==> config.mk <==
export PLATFORM = sky130hd
export DESIGN_NAME = ascon_perm_ctrl
export DESIGN_NICKNAME = d
export VERILOG_FILES = /design/src/rtl/ascon_pack.sv /design/src/rtl/compteur_double_init.sv /design/src/rtl/ascon_perm_ctrl.sv
export SDC_FILE = /design/constraint.sdc
export NUM_CORES = 1
export LEC_CHECK = 0
export BUFFER_PORTS_ARGS = -buffer_cell sky130_fd_sc_hd__buf_2
export CAP_MARGIN = 20
export CORE_UTILIZATION = 27
export CTS_BUF_LIST = sky130_fd_sc_hd__clkbuf_4 sky130_fd_sc_hd__clkbuf_8
export CTS_CLUSTER_DIAMETER = 50
export CTS_CLUSTER_SIZE = 10
export DETAILED_ROUTE_END_ITERATION = 6
export MAX_ROUTING_LAYER = met4
export PLACE_DENSITY_LB_ADDON = 0.3
export SLEW_MARGIN = 40
export SYNTH_ARGS = -nofsm -noshare
export SYNTH_HDL_FRONTEND = slang
export SYNTH_SLANG_ARGS = --single-unit
==> constraint.sdc <==
create_clock -name clock_i -period 1.7 [get_ports clock_i]
set_input_delay 0.085 -clock clock_i [delete_from_list [all_inputs] [get_ports clock_i]]
set_output_delay 0.085 -clock clock_i [all_outputs]
set_load 0.02 [all_outputs]
==> src/rtl/ascon_pack.sv <==
// Shared constants and types for the ASCON permutation control path.
package ascon_pack;

  typedef enum logic [1:0] {
    IDLE,
    ROUND,
    DONE
  } perm_state_t;

  localparam logic [3:0] ROUND_LAST = 4'd11;
  localparam logic [3:0] PA_START   = 4'd0;
  localparam logic [3:0] PB_START   = 4'd4;

  localparam logic [7:0] RC_TABLE [0:11] = '{
    8'hf0, 8'he1, 8'hd2, 8'hc3, 8'hb4, 8'ha5,
    8'h96, 8'h87, 8'h78, 8'h69, 8'h5a, 8'h4b
  };

  // Indices above ROUND_LAST are unreachable; map them to zero rather than index out of range.
  function automatic logic [7:0] rc_lookup(input logic [3:0] idx);
    if (idx <= ROUND_LAST) begin
      return RC_TABLE[idx];
    end
    return 8'h00;
  endfunction

endpackage

==> src/rtl/compteur_double_init.sv <==
// Round counter with two selectable load values (p^a and p^b start indices).
module compteur_double_init
  import ascon_pack::*;
(
  input  logic       clock_i,
  input  logic       resetb_i,
  input  logic       en_i,
  input  logic       init_a_i,
  input  logic       init_b_i,
  output logic [3:0] cpt_o
);

  logic [3:0] cpt_q;

  always_ff @(posedge clock_i or negedge resetb_i) begin
    if (!resetb_i) begin
      cpt_q <= 4'd0;
    end else if (en_i) begin
      if (init_a_i) begin
        cpt_q <= PA_START;
      end else if (init_b_i) begin
        cpt_q <= PB_START;
      end else begin
        cpt_q <= cpt_q + 4'd1;
      end
    end
  end

  assign cpt_o = cpt_q;

endmodule

==> src/rtl/ascon_perm_ctrl.sv <==
// Permutation control FSM: sequences p^a / p^b rounds through the shared round counter.
module ascon_perm_ctrl
  import ascon_pack::*;
(
  input  logic       clock_i,
  input  logic       resetb_i,
  input  logic       start_i,
  input  logic       mode_i,
  input  logic       abort_i,
  output logic       ready_o,
  output logic       en_perm_o,
  output logic       sel_init_o,
  output logic [3:0] cpt_o,
  output logic [7:0] rc_o,
  output logic       done_o
);

  perm_state_t state_q, state_d;
  logic        first_q, first_d;
  logic        cnt_en, cnt_init_a, cnt_init_b;
  logic [3:0]  cpt;

  compteur_double_init u_cnt (
    .clock_i  (clock_i),
    .resetb_i (resetb_i),
    .en_i     (cnt_en),
    .init_a_i (cnt_init_a),
    .init_b_i (cnt_init_b),
    .cpt_o    (cpt)
  );

  always_ff @(posedge clock_i or negedge resetb_i) begin
    if (!resetb_i) begin
      state_q <= IDLE;
      first_q <= 1'b0;
    end else begin
      state_q <= state_d;
      first_q <= first_d;
    end
  end

  always_comb begin
    state_d    = state_q;
    first_d    = 1'b0;
    cnt_en     = 1'b0;
    cnt_init_a = 1'b0;
    cnt_init_b = 1'b0;
    ready_o    = 1'b0;
    en_perm_o  = 1'b0;
    sel_init_o = 1'b0;
    rc_o       = 8'h00;
    done_o     = 1'b0;

    unique case (state_q)
      IDLE: begin
        ready_o = 1'b1;
        // Abort wins over start: no counter load, stay idle.
        if (start_i && !abort_i) begin
          cnt_en     = 1'b1;
          cnt_init_a = ~mode_i;
          cnt_init_b = mode_i;
          first_d    = 1'b1;
          state_d    = ROUND;
        end
      end
      ROUND: begin
        en_perm_o  = 1'b1;
        sel_init_o = first_q;
        rc_o       = rc_lookup(cpt);
        if (abort_i) begin
          state_d = IDLE;
        end else if (cpt < ROUND_LAST) begin
          cnt_en = 1'b1;
        end else begin
          state_d = DONE;
        end
      end
      DONE: begin
        done_o  = 1'b1;
        state_d = IDLE;
      end
      default: begin
        state_d = IDLE;
      end
    endcase
  end

  assign cpt_o = cpt;

endmodule

==> summary.md <==
| Metric | Value |
|---|---|
| Top Usage Layer GRT | met2 |
| Slew @ Worst Pin | 0.322 ns |
| Row Count | 13 |
| Highest-delay cell along the critical path | dfrtp_1 |
| DRC viols | 0 |
| Later-pin clock latency in the skew report | about 0.26 ns |
| H-tree levels | 1 |
| Vias in the first global route | 313 |
| Max Slew Vio Count | 0 |
| Crit-path cells | or2b_1 > a21oi_1 > and2_1 > buf_2 |
| CTS buffer count | 3 |
| Outcome | finished, final reports clean |
| Syn_nets | 51 |
| Vias | 411 |
| Max Cap Viol | 0 |
| Root buf cell | clkbuf_4 |
| Setup-failing EPs final | 0 |
| Die height | 40.5 µm |
| WHS Path Cells | 3 |
| LEAKAGE | 0.326 nW |
| Post-DP HPWL | 723 µm |
| Hold WS | approximately 0.036 ns |
| GPL Wtd Cong | about 0.65 |
| Met3 Use GR | under 10% |
| Initial Util | a little under a third |
| Max Freq | 652 MHz |
| Fraction of layout cells with a size suffix above 1 | between 30% and 40% |
| Syn-to-layout area delta | 44.4% |
| Antenna Violating Nets Remaining | 0 |
| Cell Area, Synth | 400 µm² |
| Sequential area share after synthesis | a little over two fifths |
| Fin nets | 79 |
| CP max stage delay | 0.42 ns |
| Crit path launch type | register |
| Slew HR | 78.3% |
| Arr. time, crit path | 1.45 ns |
| Hold WC Path Type | input port to register |
| Met2 Resource Use GR | around a fifth |
| Gr usage total | 13.8% |
| RSZ-0062 raised after global routing | false |
| Most frequent cells in the layout | 20 x buf_2, 7 x dfrtp_1, 6 x nor2_1 |
| CTS-repair resized insts | 0 |
| Worst EP required | 1.62 ns |
| I/O pins | 21 |
| Crit path max fanout | 7 |
| M1 GR Usage | 16.8% |
| Setup CP Type | register to primary output |
| First-pass GRT wire length | 1390 µm |
| Full die area | ~1600 µm² |
| Yosys reg bits | 7 |
| CTS Buffer Depth | 2 |
| DR iter-0 viols | 4 |
| DR vias/cell | roughly 4.7 |
| Synthesis Warnings | 0 |
| Largest net degree at the start of global routing | 10 |
| Worst reg2reg setup slack | 0.27 ns |
| Worst-path clk slew | 0.05 ns |
| Final period util | about nine tenths |
| Crit. End Element | primary output |
| Post-synthesis average cell area | 8.90 µm² |
| GRT overflow | 0 |
| Pwr per Cell Area | around 1100 nW/µm² |
| Port buffer count | 20 |
| CTS tree | built |
| # diodes | 0 |
| Antenna violations before repair | 0 |
| Final hold vios | 0 |
| Reg2reg end | u_cnt.cpt_o[0] |
| Reg2Reg Depth | 3 |
| Final TNS setup | 0 ns |
| Worst r2r src | state_q[1] |
| CORE AREA | 1330 µm² |
| Min-Delay Endpoint | u_cnt.cpt_o[2] |
| Clk_skew | 0.000324 ns |
| Distinct cells, synth | 21 |
| Die Width | 40.5 µm |
| Sink Count | 7 |
| Peak supply drop | 0.000341 V |
| Post-Route WL | 922 µm |
| Drt wl/cell | 10.6 µm |
| Commonest non-fill, non-tap cell in the layout | buf_2 |
| DRT Pass-1 Iters | 2 |
| Mapped Cells | 45 |
| Hold Crit Start | mode_i |
| Min Tclk post-route | 1.53 ns |
stage by stage:
step	area, µm²	power (mW)	setup WS, ns	cells	utilization, %
after floorplan	400	0.380	0.280	45	-
after global placement	538	0.470	0.313	82	40.3
after detailed placement	538	0.472	0.271	82	40.3
after CTS	578	0.653	0.140	87	43.3
after global routing	578	0.693	0.0605	87	43.3
final	578	0.643	0.166	87	43.3
cell usage after synthesis:
| library cell | count | share of area [%] |
|---|---|---|
| a21oi_1 | 4 | 5.0 |
| nand2_1 | 1 | 0.94 |
| a21o_1 | 2 | 3.7 |
| o21a_1 | 1 | 1.9 |
| a311o_1 | 1 | 2.5 |
| or3b_1 | 1 | 2.2 |
| o21ai_0 | 3 | 3.7 |
| or3_1 | 1 | 1.6 |
| and2b_1 | 1 | 1.9 |
| ha_1 | 1 | 3.1 |
| nor3_1 | 2 | 2.5 |
| nand3_1 | 2 | 2.5 |
| clkbuf_1 | 1 | 0.94 |
| dfrtp_1 | 7 | 44 |
| and2_1 | 3 | 4.7 |
| inv_1 | 3 | 2.8 |
| nor3b_1 | 1 | 1.9 |
| or2b_1 | 1 | 1.9 |
| nor4b_2 | 1 | 3.7 |
| nor2_1 | 6 | 5.6 |
| nand4_1 | 2 | 3.1 |
power by group:
group | internal [mW] | switching, mW | total, mW
registers | 0.192 | 0.0340 | 0.226
clock network | 0.106 | 0.0676 | 0.174
logic | 0.0956 | 0.148 | 0.243
worst max path at each step:
stage,start,endpoint,slack (ns)
floorplan,u_cnt.cpt_o[0],u_cnt.cpt_o[0],0.28
CTS,state_q[1],rc_o[1],0.14
detailed placement,state_q[1],u_cnt.cpt_o[0],0.27
global placement,state_q[1],u_cnt.cpt_o[0],0.31
finish,state_q[1],rc_o[1],0.17
global route,state_q[1],rc_o[1],0.06
critical path: cells and delay by family, from the launching register on:
kind,cells,cell delay (ns)
flops,1,0.42
compound gates,1,0.16
simple gates,2,0.46
buf+inv,1,0.15
kinds of logic after synthesis:
family                   after synthesis  synth area share [%]
AO/OA/AOI/OAI                         11                  16.9
adder cells (fa/ha/maj)                1                  3.12
buffers and inverters                  4                  3.75
flip-flops                             7                  43.8
AND/OR/NAND/NOR                       22                  32.5
flip-flops by register name, summed over array words and instances, names as in the netlist:
register     count
state_q          2
u_cnt.cpt_o      4
first_q          1
routing by layer:
layer / routed length, µm / vias up / share of wire (%)
li1: - / 212 / -
met1: 432 / 182 / 47
met2: 422 / 15 / 46
met3: 43 / 2 / 4.7
met4: 24 / 0 / 2.6
met5: 0 / - / 0
final cells by class:
type | count | area, µm²
multi-input cells | 34 | 210
well taps | 15 | 18.8
flip-flops and latches | 7 | 175
fillers | 145 | 756
repair buffers | 24 | 133
inverters | 3 | 11.3
clock buffers | 4 | 30.0
timing repair:
item | CTS | global route
buffers inserted | 0 | 0
hold buffers | 1 | 0
endpoints found under the hold margin | 7 | 0
Power figures use the tool's default switching activity.
